**config.mk**
```make
export PLATFORM = sky130hd
export DESIGN_NAME = rx_pkt_sequencer
export DESIGN_NICKNAME = d
export VERILOG_FILES = /design/src/rtl/rx_pkt_sequencer.sv
export SDC_FILE = /design/constraint.sdc
export NUM_CORES = 1
export LEC_CHECK = 0
export BUFFER_PORTS_ARGS = -buffer_cell sky130_fd_sc_hd__buf_2
export CAP_MARGIN = 20
export CORE_MARGIN = 2
export CORE_UTILIZATION = 55
export CTS_CLUSTER_SIZE = 16
export DETAILED_ROUTE_END_ITERATION = 8
export PLACE_DENSITY = 0.87
export SYNTH_ARGS = -nofsm -noshare
export SYNTH_HDL_FRONTEND = slang
export SYNTH_SLANG_ARGS = --single-unit
```
**constraint.sdc**
```tcl
create_clock -name s00_axi_aclk -period 6 [get_ports s00_axi_aclk]
set_input_delay 0 -clock s00_axi_aclk [delete_from_list [all_inputs] [get_ports s00_axi_aclk]]
set_output_delay 0 -clock s00_axi_aclk [all_outputs]
set_load 0.02 [all_outputs]
```
**src/rtl/rx_pkt_sequencer.sv**
```systemverilog
// Receive-path sequencer: steps through preamble, header and payload, aborts on
// disable/tx/timeout, pulses the core reset and keeps good/bad packet statistics.
module rx_pkt_sequencer #(
    parameter int RST_CYCLES = 4,
    parameter int TMO_WIDTH  = 16
) (
    input  logic                 s00_axi_aclk,
    input  logic                 s00_axi_aresetn,
    input  logic                 cfg_enable,
    input  logic [TMO_WIDTH-1:0] cfg_timeout,
    input  logic                 tx_busy,
    input  logic                 short_preamble_detected,
    input  logic                 long_preamble_detected,
    input  logic                 pkt_header_valid_strobe,
    input  logic                 pkt_header_valid,
    input  logic                 ht_unsupport,
    input  logic [15:0]          pkt_len,
    input  logic                 byte_out_strobe,
    input  logic                 fcs_out_strobe,
    input  logic                 fcs_ok,
    output logic                 core_rst,
    output logic                 core_enable,
    output logic [2:0]           rx_state,
    output logic [15:0]          pkt_len_latched,
    output logic                 pkt_done_strobe,
    output logic [2:0]           pkt_status,
    output logic [15:0]          pkt_count_ok,
    output logic [15:0]          pkt_count_err
);

    typedef enum logic [2:0] {
        ST_IDLE       = 3'd0,
        ST_WAIT_LONG  = 3'd1,
        ST_WAIT_HDR   = 3'd2,
        ST_RECV       = 3'd3,
        ST_RESET_CORE = 3'd4
    } state_t;

    localparam logic [2:0] STS_FCS_OK  = 3'd0;
    localparam logic [2:0] STS_FCS_BAD = 3'd1;
    localparam logic [2:0] STS_HDR_BAD = 3'd2;
    localparam logic [2:0] STS_HT_UNS  = 3'd3;
    localparam logic [2:0] STS_TIMEOUT = 3'd4;
    localparam logic [2:0] STS_TX_ABRT = 3'd5;
    localparam logic [2:0] STS_DISABLE = 3'd6;

    localparam int RW = (RST_CYCLES > 1) ? $clog2(RST_CYCLES) : 1;

    state_t               state, next_state;
    logic [TMO_WIDTH-1:0] timer;
    logic                 tmo_armed;
    logic [RW-1:0]        rst_cnt;

    logic       load_timer;
    logic       latch_len;
    logic       term;
    logic [2:0] term_code;
    logic       tmo_hit;
    logic       next_in_pkt;

    // The timer only counts as expired if it was loaded with a nonzero limit.
    assign tmo_hit     = tmo_armed && (timer == '0);
    assign next_in_pkt = (next_state == ST_WAIT_LONG) || (next_state == ST_WAIT_HDR) ||
                         (next_state == ST_RECV);
    assign rx_state    = state;

    always_comb begin
        next_state = state;
        load_timer = 1'b0;
        latch_len  = 1'b0;
        term       = 1'b0;
        term_code  = STS_FCS_OK;
        case (state)
            ST_IDLE: begin
                if (short_preamble_detected && cfg_enable && !tx_busy) begin
                    next_state = ST_WAIT_LONG;
                    load_timer = 1'b1;
                end
            end
            ST_WAIT_LONG, ST_WAIT_HDR, ST_RECV: begin
                if (!cfg_enable) begin
                    next_state = ST_RESET_CORE;
                    term       = 1'b1;
                    term_code  = STS_DISABLE;
                end else if (tx_busy) begin
                    next_state = ST_RESET_CORE;
                    term       = 1'b1;
                    term_code  = STS_TX_ABRT;
                end else if (state == ST_WAIT_LONG && long_preamble_detected) begin
                    next_state = ST_WAIT_HDR;
                    load_timer = 1'b1;
                end else if (state == ST_WAIT_HDR && pkt_header_valid_strobe) begin
                    if (!pkt_header_valid) begin
                        next_state = ST_RESET_CORE;
                        term       = 1'b1;
                        term_code  = STS_HDR_BAD;
                    end else if (ht_unsupport) begin
                        next_state = ST_RESET_CORE;
                        term       = 1'b1;
                        term_code  = STS_HT_UNS;
                    end else begin
                        next_state = ST_RECV;
                        load_timer = 1'b1;
                        latch_len  = 1'b1;
                    end
                end else if (state == ST_RECV && fcs_out_strobe) begin
                    next_state = ST_IDLE;
                    term       = 1'b1;
                    term_code  = fcs_ok ? STS_FCS_OK : STS_FCS_BAD;
                end else if (state == ST_RECV && byte_out_strobe) begin
                    load_timer = 1'b1;
                end else if (tmo_hit) begin
                    next_state = ST_RESET_CORE;
                    term       = 1'b1;
                    term_code  = STS_TIMEOUT;
                end
            end
            ST_RESET_CORE: begin
                if (rst_cnt == '0) next_state = ST_IDLE;
            end
            default: next_state = ST_IDLE;
        endcase
    end

    always_ff @(posedge s00_axi_aclk or negedge s00_axi_aresetn) begin
        if (!s00_axi_aresetn) begin
            state           <= ST_IDLE;
            timer           <= '0;
            tmo_armed       <= 1'b0;
            rst_cnt         <= '0;
            core_rst        <= 1'b0;
            core_enable     <= 1'b0;
            pkt_done_strobe <= 1'b0;
            pkt_status      <= STS_FCS_OK;
            pkt_len_latched <= '0;
            pkt_count_ok    <= '0;
            pkt_count_err   <= '0;
        end else begin
            state <= next_state;

            if (load_timer) begin
                timer     <= cfg_timeout;
                tmo_armed <= (cfg_timeout != '0);
            end else begin
                if (timer != '0) timer <= timer - TMO_WIDTH'(1);
                if (!next_in_pkt) tmo_armed <= 1'b0;
            end

            // Counter is preloaded so the reset state lasts exactly RST_CYCLES cycles.
            if (state != ST_RESET_CORE && next_state == ST_RESET_CORE)
                rst_cnt <= RW'(RST_CYCLES - 1);
            else if (rst_cnt != '0)
                rst_cnt <= rst_cnt - RW'(1);

            core_rst    <= (next_state == ST_RESET_CORE);
            core_enable <= cfg_enable && !tx_busy && (next_state != ST_RESET_CORE);

            if (latch_len) pkt_len_latched <= pkt_len;

            pkt_done_strobe <= term;
            if (term) begin
                pkt_status <= term_code;
                if (term_code == STS_FCS_OK) begin
                    if (pkt_count_ok != 16'hFFFF) pkt_count_ok <= pkt_count_ok + 16'd1;
                end else if (term_code != STS_DISABLE) begin
                    if (pkt_count_err != 16'hFFFF) pkt_count_err <= pkt_count_err + 16'd1;
                end
            end
        end
    end

endmodule

```
# Word level (Yosys, flattened, before mapping)
# Index checks and enable logic that the tools add are counted.
[op_classes]
bitwise_logic = 1
mux = 54
eq_ne = 14
addsub = 4
n_reduce_logical = 25
[ops]
columns = ["cell", "n"]
rows = [
  ["3-bit 2-to-1 mux", 19],
  ["16-bit by 1-bit adder with 16-bit output, second input constant", 2],
  ["16-bit 2-to-1 mux", 2],
  ["16-bit != test, second input constant", 2],
  ["16-bit nonzero test", 2],
  ["1-bit 2-to-1 mux", 27],
  ["16-bit logical NOT", 1],
  ["16-bit by 1-bit subtractor with 16-bit output, second input constant", 1],
  ["3-bit by 2-bit == test with 1-bit output, second input constant", 4],
  ["1-bit logical AND", 10],
  ["3-bit != test, second input constant", 3],
  ["3-bit case mux with 3 select lines", 1],
  ["2-bit 2-to-1 mux", 4],
  ["3-bit by 1-bit == test with 1-bit output, second input constant", 2],
  ["3-bit == test, second input constant", 2],
  ["3-bit logical NOT", 2],
  ["2-bit nonzero test", 3],
  ["4-bit AND reduction", 1],
  ["3-bit AND reduction", 1],
  ["3-bit OR reduction", 1],
  ["2-bit logical NOT", 1],
  ["1-bit logical OR", 2],
  ["2-bit != test, second input constant", 1],
  ["1-bit case mux with 2 select lines", 1],
  ["3 further kinds", 3],
]
[word_totals]
elab_cells = 109
register_bits = 76
in_bits = 44
output_inout_bits = 57

# Longest topological paths before layout
# Gate-level depths: netlist of the first run.
[depth]
ltp_word = 15
mapped_depth = 9
mapped_depth_nobuf = 8

# Least setup slack after synthesis of the first run
# No wires, ideal clock.
[synth_path]
path_type = "flip-flop to flip-flop"
from = "register timer[0]"
to = "register pkt_count_ok[14]"
setup_ps = 125
arrival_ps = 2061
synth_period_minus_slack_ps = 2186
path_slack_ps = 3814
n_path_buf = 0
path_stages_with_launch = 9
required_time_ps = 5875
cell_sequence = "dfrtp_1 -> inv_1 -> ha_1 -> nor4bb_1 -> nand4_2 -> o21ai_4 -> nand4b_4 -> nor4_1 -> mux2_2"
[synth_via]
elab_chain_len = 12
word_cells_on_any_way = 20
classes_between = "mux: 16; reduce/logical: 4"
[synth_rtl]
columns = ["element", "line_no", "rtl"]
rows = [
  ["start, declared", "50", "logic [TMO_WIDTH-1:0] timer;"],
  ["start signal, assigned", "142", "timer <= cfg_timeout;"],
  ["start signal, assigned", "145", "if (timer != '0) timer <= timer - TMO_WIDTH'(1);"],
  ["16-bit logical NOT *", "62", "assign tmo_hit = tmo_armed && (timer == '0);"],
  ["1-bit logical AND *", "62", ""],
  ["3-bit 2-to-1 mux", "112", "end else if (tmo_hit) begin"],
  ["3-bit 2-to-1 mux", "110", "end else if (state == ST_RECV && byte_out_strobe) begin"],
  ["3-bit 2-to-1 mux", "106", "end else if (state == ST_RECV && fcs_out_strobe) begin"],
  ["3-bit 2-to-1 mux", "92", "end else if (state == ST_WAIT_HDR && pkt_header_valid_strobe) begin"],
  ["3-bit 2-to-1 mux", "89", "end else if (state == ST_WAIT_LONG && long_preamble_detected) begin"],
  ["3-bit 2-to-1 mux", "85", "end else if (tx_busy) begin"],
  ["3-bit 2-to-1 mux", "81", "if (!cfg_enable) begin"],
  ["3-bit 2-to-1 mux", "73", "case (state)"],
  ["3-bit logical NOT", "163", "if (term_code == STS_FCS_OK) begin"],
  ["3-bit AND reduction (no source line) *", "n/a", ""],
  ["end signal, assigned", "164", "if (pkt_count_ok != 16'hFFFF) pkt_count_ok <= pkt_count_ok + 16'd1;"],
  ["end, declared", "27", "output logic [15:0] pkt_count_ok,"],
]
# Every way passes the cells marked *; elsewhere a longest branch is shown, timed or not.
# A chain may end at the register's enable or synchronous reset.

# Final worst setup path of the first run
[layout_path]
from = "register timer[0]"
to = "register pkt_count_err[13]"
[layout_via]
elab_chain_len = 13
word_cells_on_any_way = 22
classes_between = "eq/ne: 1; mux: 16; bitwise: 1; reduce/logical: 4"
[layout_rtl]
columns = ["element", "line_no", "rtl"]
rows = [
  ["16-bit logical NOT *", "62", ""],
  ["1-bit logical AND *", "62", ""],
  ["3-bit 2-to-1 mux", "112", ""],
  ["3-bit 2-to-1 mux", "110", ""],
  ["3-bit 2-to-1 mux", "106", ""],
  ["3-bit 2-to-1 mux", "92", ""],
  ["3-bit 2-to-1 mux", "89", ""],
  ["3-bit 2-to-1 mux", "85", ""],
  ["3-bit 2-to-1 mux", "81", ""],
  ["3-bit 2-to-1 mux", "73", ""],
  ["3-bit logical NOT", "163", ""],
  ["1-bit inverter (no source line)", "n/a", ""],
  ["4-bit AND reduction (no source line) *", "n/a", ""],
  ["end signal, assigned", "166", "if (pkt_count_err != 16'hFFFF) pkt_count_err <= pkt_count_err + 16'd1;"],
  ["end, declared", "28", "output logic [15:0] pkt_count_err"],
]
# Marks and branches as above.

==> reports/results.tsv, run 1 <==
stage	metric	value	unit
cts	clk sinks	76	
logic_synthesis	Post-synth EDFFs	0	
timing	setup TNS	0	ps
power	sequential power share	45.8	%
global_route	pin count of the biggest net entering global routing	77	
timing	worst hold slack	18.24	ps
setup_path	WP data required	6280	ps
power	clock share of power	31.6	%
setup_path	CP peak stage delay	540	ps
final_layout	antenna cells	0	
logic_synthesis	cell count after synthesis	366	
routing	Antenna Nets Post-Route	0	
floorplan	core box area	6832	um^2
run_status	status	complete, no violations	
cts	postcts setup bufs	0	
logic_synthesis	Synth Area per Inst	10.62	um^2
cts	clock transition at the registers of the reported paths	80	ps
power	Pint	1041	uW
timing	Slew headroom	32.86	%
final_layout	# nets final	554	
routing	routed vias/inst	5.592	
routing	DR DRC count	0	
placed_design	post-placement cell count	555	
cts	Root Buffer	clkbuf_8	
cts	Clock Path Buffers	2	
routing	total wire length	9959	um
timing	Hold Vio Cnt, Final	0	
floorplan	Initial Util	56.90	%
setup_path	WP data arrival	2920	ps
setup_path	CP Launch Type	register	
routing	DR vias	3389	
logic_synthesis	Post-synth ARST share	100.0	%
logic_synthesis	syn nets	415	
timing	min cycle time layout	2641	ps
timing	period utilisation layout	44.02	%
logic_synthesis	post-synthesis cell area	3887	um^2
cts	CTS tree	built	
timing	fmax	0.3786	GHz
setup_path	worst path bufs/invs	1	
timing	unrepaired setup endpoints after global routing	false	
global_route	Total GRT Usage	27.42	%
floorplan	die width	88.07	um
logic_synthesis	distinct cell type count after synthesis	57	
power	Combinational Power Share	22.6	%
power	switching power total	492.2	uW
power	cell leakage power	0.002528	uW
floorplan	number of I/O pins	101	
setup_path	FF-to-FF Start	timer[0]	
timing	Worst Skew	10.53	ps
timing	Setup violations, final	0	
power	worst vdd ir	0.2312	mV
final_layout	fin cells	606	
power	Power Dens Cells	302.6	nW/um^2
cts	H-tree depth	3	
floorplan	row count	30	
global_route	grt ovf	0	
worst_hold_path	min-delay src	tx_busy	
floorplan	Die ar.	7756	um^2
global_route	antenna violations before repair	0	
setup_path	type of the worst setup path	reg -> reg	
global_route	first-pass GRT wire length	16130	um
setup_path	Top delay family on crit path	compound AO/OA/AOI/OAI gates	
power	Sw Ratio	32.11	%
setup_path	Critical Path, Cell by Cell	inv_1 > ha_1 > nor4bb_1 > nand4_2 > a211oi_1 > o21ai_2 > nor3_1 > xor2_1	
logic_synthesis	most common flop cell mapped by yosys	dfrtp_1	
global_route	number of global-route vias before repair	3341	
routing	DRC violation total after the first TritonRoute iteration	342	
timing	Least-Margin Pin Slew	1002	ps
setup_path	Slowest cell on crit path	a211oi_1	
logic_synthesis	number of synthesized register bits	76	
worst_hold_path	min-delay worst type	in -> reg	
routing	drt first pass iters	5	
final_layout	cell area after layout	5065	um^2
setup_path	CP Max Fanout	16	
final_layout	share of cells above drive strength 1	29.61	%
timing	Slew Limit Fails	0	
placed_design	Placed Area	4469	um^2
placed_design	DP Wirelength	6339	um
final_layout	commonest non-fill, non-tap cell in the layout	buf_2	
final_layout	commonest non-fill, non-tap cells in the layout	99 x buf_2, 76 x dfrtp_1, 51 x nand2_1	
flow_run	Max-Cap Viols	0	
cts	Worst-Skew Late Latency	360	ps
setup_path	R2R Setup Slk	3360	ps
cts	TritonCTS Buffers	9	
setup_path	Worst Setup End Kind	register	
placed_design	port buffer count	100	
logic_synthesis	Ys Warns	0	
routing	Wirelength per Cell	16.43	um
final_layout	area grow syn2layout	30.29	%
floorplan	die height	88.07	um
final_layout	filler instances	483	
placed_design	routability cong.	0.8822	
logic_synthesis	Seq/Total Area, Yosys	48.92	%
setup_path	Worst Setup SP	timer[0]	
==> cells by family (layout without fill, tap and decap cells) <==
kind of cell | Yosys count | in the layout | synth area share [%]
AOI/OAI and AO/OA | 50 | 50 | 8.433
and+or+nand+nor | 153 | 153 | 22.98
muxes | 23 | 23 | 6.598
DFF | 76 | 76 | 48.92
adders and majority gates | 5 | 5 | 1.609
buffers and inverters | 18 | 162 | 2.221
xor gates and xnor gates | 41 | 41 | 9.237
==> flip-flops by register name (all words and copies together) (netlist names) <==
name and cells:
pkt_done_strobe 1, timer 16, pkt_count_ok 16, core_rst 1, pkt_count_err 16, pkt_status 3, pkt_len_latched 16, tmo_armed 1
core_enable 1, rst_cnt 2, rx_state 3
==> worst register-to-register path, delay by kind of cell, from the launching register on <==
| family | cells | cell delay (ps) |
|---|---|---|
| flops | 1 | 410 |
| xor+xnor | 1 | 190 |
| simple gates | 3 | 790 |
| fa+ha+maj | 1 | 170 |
| compound gates | 2 | 880 |
| buf+inv | 1 | 140 |
==> metal layers <==
| layer | global-route usage [%] | routed length [um] |
|---|---|---|
| met5 | 0 | 0 |
| met4 | 12.40 | 304 |
| met3 | 4.995 | 608 |
| met2 | 45.59 | 5090 |
| met1 | 35.11 | 3955 |
==> Yosys cell counts (3+ instances only) <==
cell	number	area [um^2]
nand2b_1	3	18.77
clkbuf_1	3	11.26
nor3_1	13	65.06
nor4b_1	4	35.03
nor4_4	3	63.81
o31ai_1	6	45.04
o21ai_1	4	20.02
xnor2_1	13	113.9
and4_1	3	26.28
o21ai_0	13	65.06
xor2_1	28	245.2
inv_1	10	37.54
nand2_1	51	191.4
nor4_2	3	37.54
o21a_1	4	30.03
ha_1	5	62.56
mux2_2	20	225.2
nand4_1	5	31.28
a21oi_1	9	45.04
dfrtp_1	76	1902
nor3b_1	4	30.03
nor4_1	8	50.05
and3_1	7	43.79
nand3_1	9	45.04
nor2_1	20	75.07
buf_2	3	15.01
==> worst paths after layout <==
check                                 endpoint  cells after the start
max in group asynchronous  pkt_len_latched[14]                      2
min reg2reg                    pkt_count_ok[9]                      1
min in group asynchronous     pkt_count_ok[13]                      2
max reg2reg                  pkt_count_err[13]                      8
max                          pkt_count_err[13]                      8
min                              pkt_status[1]                      3
==> power groups by stage <==
stage / logic [uW] / registers (uW) / clock network [uW]
5_1_grt: 387 / 712 / 509
3_5_place_dp: 323 / 707 / 0
4_1_cts: 345 / 700 / 485
3_3_place_gp: 313 / 698 / 0
6_report: 346 / 702 / 485
2_1_floorplan: 209 / 710 / 0
==> what timing repair did <==
action | 4_1_cts | 5_1_grt
gates resized for setup | 0 | 0
hold buffers | 35 | 0
hold endpoints to repair | 110 | 0
==> area by class of cell <==
class                           count  area (um^2)  area share (%)
Timing Repair Buffer              136        860.8           17.00
Clock buffer                        9        123.9           2.446
Multi-Input combinational cell    272         1899           37.50
Tap cell                           96        120.1           2.372
Inverter                           10        37.54          0.7411
Clock inverter                      7        121.4           2.396
Sequential cell                    76         1902           37.55
==> per-stage QoR <==
step | power (uW) | utilization, % | setup slack, ps
after floorplan | 919.1 | - | 3814
after global placement | 1011 | 65.42 | 3561
after detailed placement | 1029 | 65.42 | 3441
after CTS | 1530 | 74.14 | 3440
after global routing | 1609 | 74.14 | 3196
final | 1533 | 74.14 | 3359
Power figures use the tool's default switching activity.
==> run 2: changes to the inputs <==
CORE_UTILIZATION = 48   (was 55)
PLACE_DENSITY = 0.8   (was 0.87)
clock period = 2.3 ns   (was 6 ns; I/O delays follow)
==> run 2 against run 1 <==
  * Cell count is 4.1% higher
  * Core utilization shrank 5.8 points
  * Non-clock buffer count grew 19
  * Worst setup slack got worse by 3300 ps
  * Clock skew decreased by 0.73 ps
  * First-iteration DRC count fell by 54%
  * Critical path type unchanged
  * Largest power group unchanged
==> reports/results.tsv, run 2 (same netlist as run 1, synthesis figures left out) <==
stage	metric	value	unit
timing	Least-Margin Pin Slew	925.7	ps
cts	clk sinks	76	
routing	drt first pass iters	4	
run_status	status	complete, no violations	
timing	fmax	0.4402	GHz
timing	unrepaired setup endpoints after global routing	true	
final_layout	# nets final	573	
floorplan	Initial Util	50.05	%
placed_design	port buffer count	100	
cts	clock transition at the registers of the reported paths	80	ps
power	Power Dens Cells	710.1	nW/um^2
final_layout	share of cells above drive strength 1	34.40	%
power	Overall Power	3769	uW
setup_path	WP data required	2570	ps
timing	Setup violations, final	0	
cts	TritonCTS Buffers	9	
cts	Clock Path Buffers	2	
floorplan	number of I/O pins	101	
worst_hold_path	min-delay worst type	in -> reg	
routing	total wire length	9440	um
placed_design	routability cong.	0.8458	
setup_path	WP data arrival	2540	ps
timing	Worst Skew	9.806	ps
floorplan	Die ar.	8835	um^2
power	worst vdd ir	0.5230	mV
timing	Slew Limit Fails	0	
placed_design	DP Wirelength	6302	um
cts	CTS tree	built	
setup_path	type of the worst setup path	reg -> reg	
timing	Hold Vio Cnt, Final	0	
floorplan	die height	94.00	um
floorplan	core box area	7767	um^2
setup_path	CP Launch Type	register	
routing	Antenna Nets Post-Route	0	
routing	DRC violation total after the first TritonRoute iteration	158	
final_layout	commonest non-fill, non-tap cell in the layout	buf_2	
timing	period utilisation layout	98.78	%
global_route	Total GRT Usage	21.28	%
floorplan	die width	94.00	um
final_layout	antenna cells	0	
cts	H-tree depth	3	
power	cell leakage power	0.002609	uW
routing	DR vias	3317	
final_layout	area grow syn2layout	36.53	%
timing	Slew headroom	38.29	%
setup_path	CP Max Fanout	6	
global_route	grt ovf	0	
global_route	antenna violations before repair	0	
setup_path	Worst Setup End Kind	register	
final_layout	commonest non-fill, non-tap cells in the layout	99 x buf_2, 76 x dfrtp_1, 51 x nand2_1	
global_route	first-pass GRT wire length	14630	um
routing	Wirelength per Cell	14.96	um
global_route	number of global-route vias before repair	3212	
routing	DR DRC count	0	
flow_run	Max-Cap Viols	0	
cts	Worst-Skew Late Latency	350	ps
timing	worst hold slack	182.3	ps
timing	min cycle time layout	2272	ps
floorplan	row count	32	
cts	Root Buffer	clkbuf_8	
routing	routed vias/inst	5.257	
global_route	pin count of the biggest net entering global routing	77	
run 2: changes by cell type in the layout (fill, tap and decap cells not counted), sizes merged:
| cell | delta |
|---|---|
| inv | -1 |
| clkinvlp | +2 |
| dlygate4sd3 | +1 |
| buf | +17 |
| clkbuf | +2 |
| clkinv | +1 |
| bufinv | -3 |
run 2: per-stage QoR:
step                      TNS [ps]  utilization (%)  instance area [um^2]  instances  setup slack (ps)
after detailed placement    -78.99            58.89                  4574        574            -28.15
after CTS                        0            66.04                  5130        626             19.44
after global placement           0            58.89                  4574        574             85.55
final                            0            68.33                  5308        631             28.08
after global routing        -391.4            68.33                  5308        631            -90.71
after floorplan                  0                -                  3887        366             114.2
run 2: critical path: stages, from the launching register on:
cell and delay, ps:
dfrtp_1 440, nor4_4 390, nand4_2 230, o21ai_4 230, nand4b_4 200, buf_12 200, nor4_4 310, xor2_1 190
run 2: path summary, 6_finish.rpt:
check                                       start            endpoint  slack (ps)  depth (start not counted)
min in group asynchronous         s00_axi_aresetn    pkt_count_err[8]         330                          2
setup / recovery                         timer[3]     pkt_count_ok[8]          30                          7
hold / removal             long_preamble_detected         rx_state[0]         180                          5
hold reg to reg                   pkt_count_ok[9]     pkt_count_ok[9]         490                          1
max in group asynchronous         s00_axi_aresetn  pkt_len_latched[4]        1370                          2
setup reg to reg                         timer[3]     pkt_count_ok[8]          30                          7
run 2: layer usage:
layer	part of all wire, %	up-vias	GRT usage [%]
met5	0	-	0
met4	1.8	0	6.763
met3	4.9	15	5.217
met2	51	104	37.02
met1	42	1581	25.93
li1	-	1617	-
run 2: where the power goes:
part	leakage, uW	internal (uW)	switching [uW]
Clock	0.0000885	418	487
Combinational	0.00152	524	505
Sequential	0.00100	1550	284
run 2: timing repair:
action                                 in CTS  in global routing
setup endpoints to repair                   8                 29
gates resized for setup                     3                 22
cloned                                      0                  1
pin swaps                                   0                  6
endpoints found under the hold margin     112                  0
hold buffers                               36                  0
setup buffers                               0                  4
run 2: layout make-up:
class	instances	area, um^2
Clock inverter	6	38.79
Clock buffer	10	137.6
Sequential cell	76	1902
Fill cell	568	2460
Inverter	10	37.54
Tap cell	102	127.6
Multi-Input combinational cell	272	2028
Timing Repair Buffer	155	1036
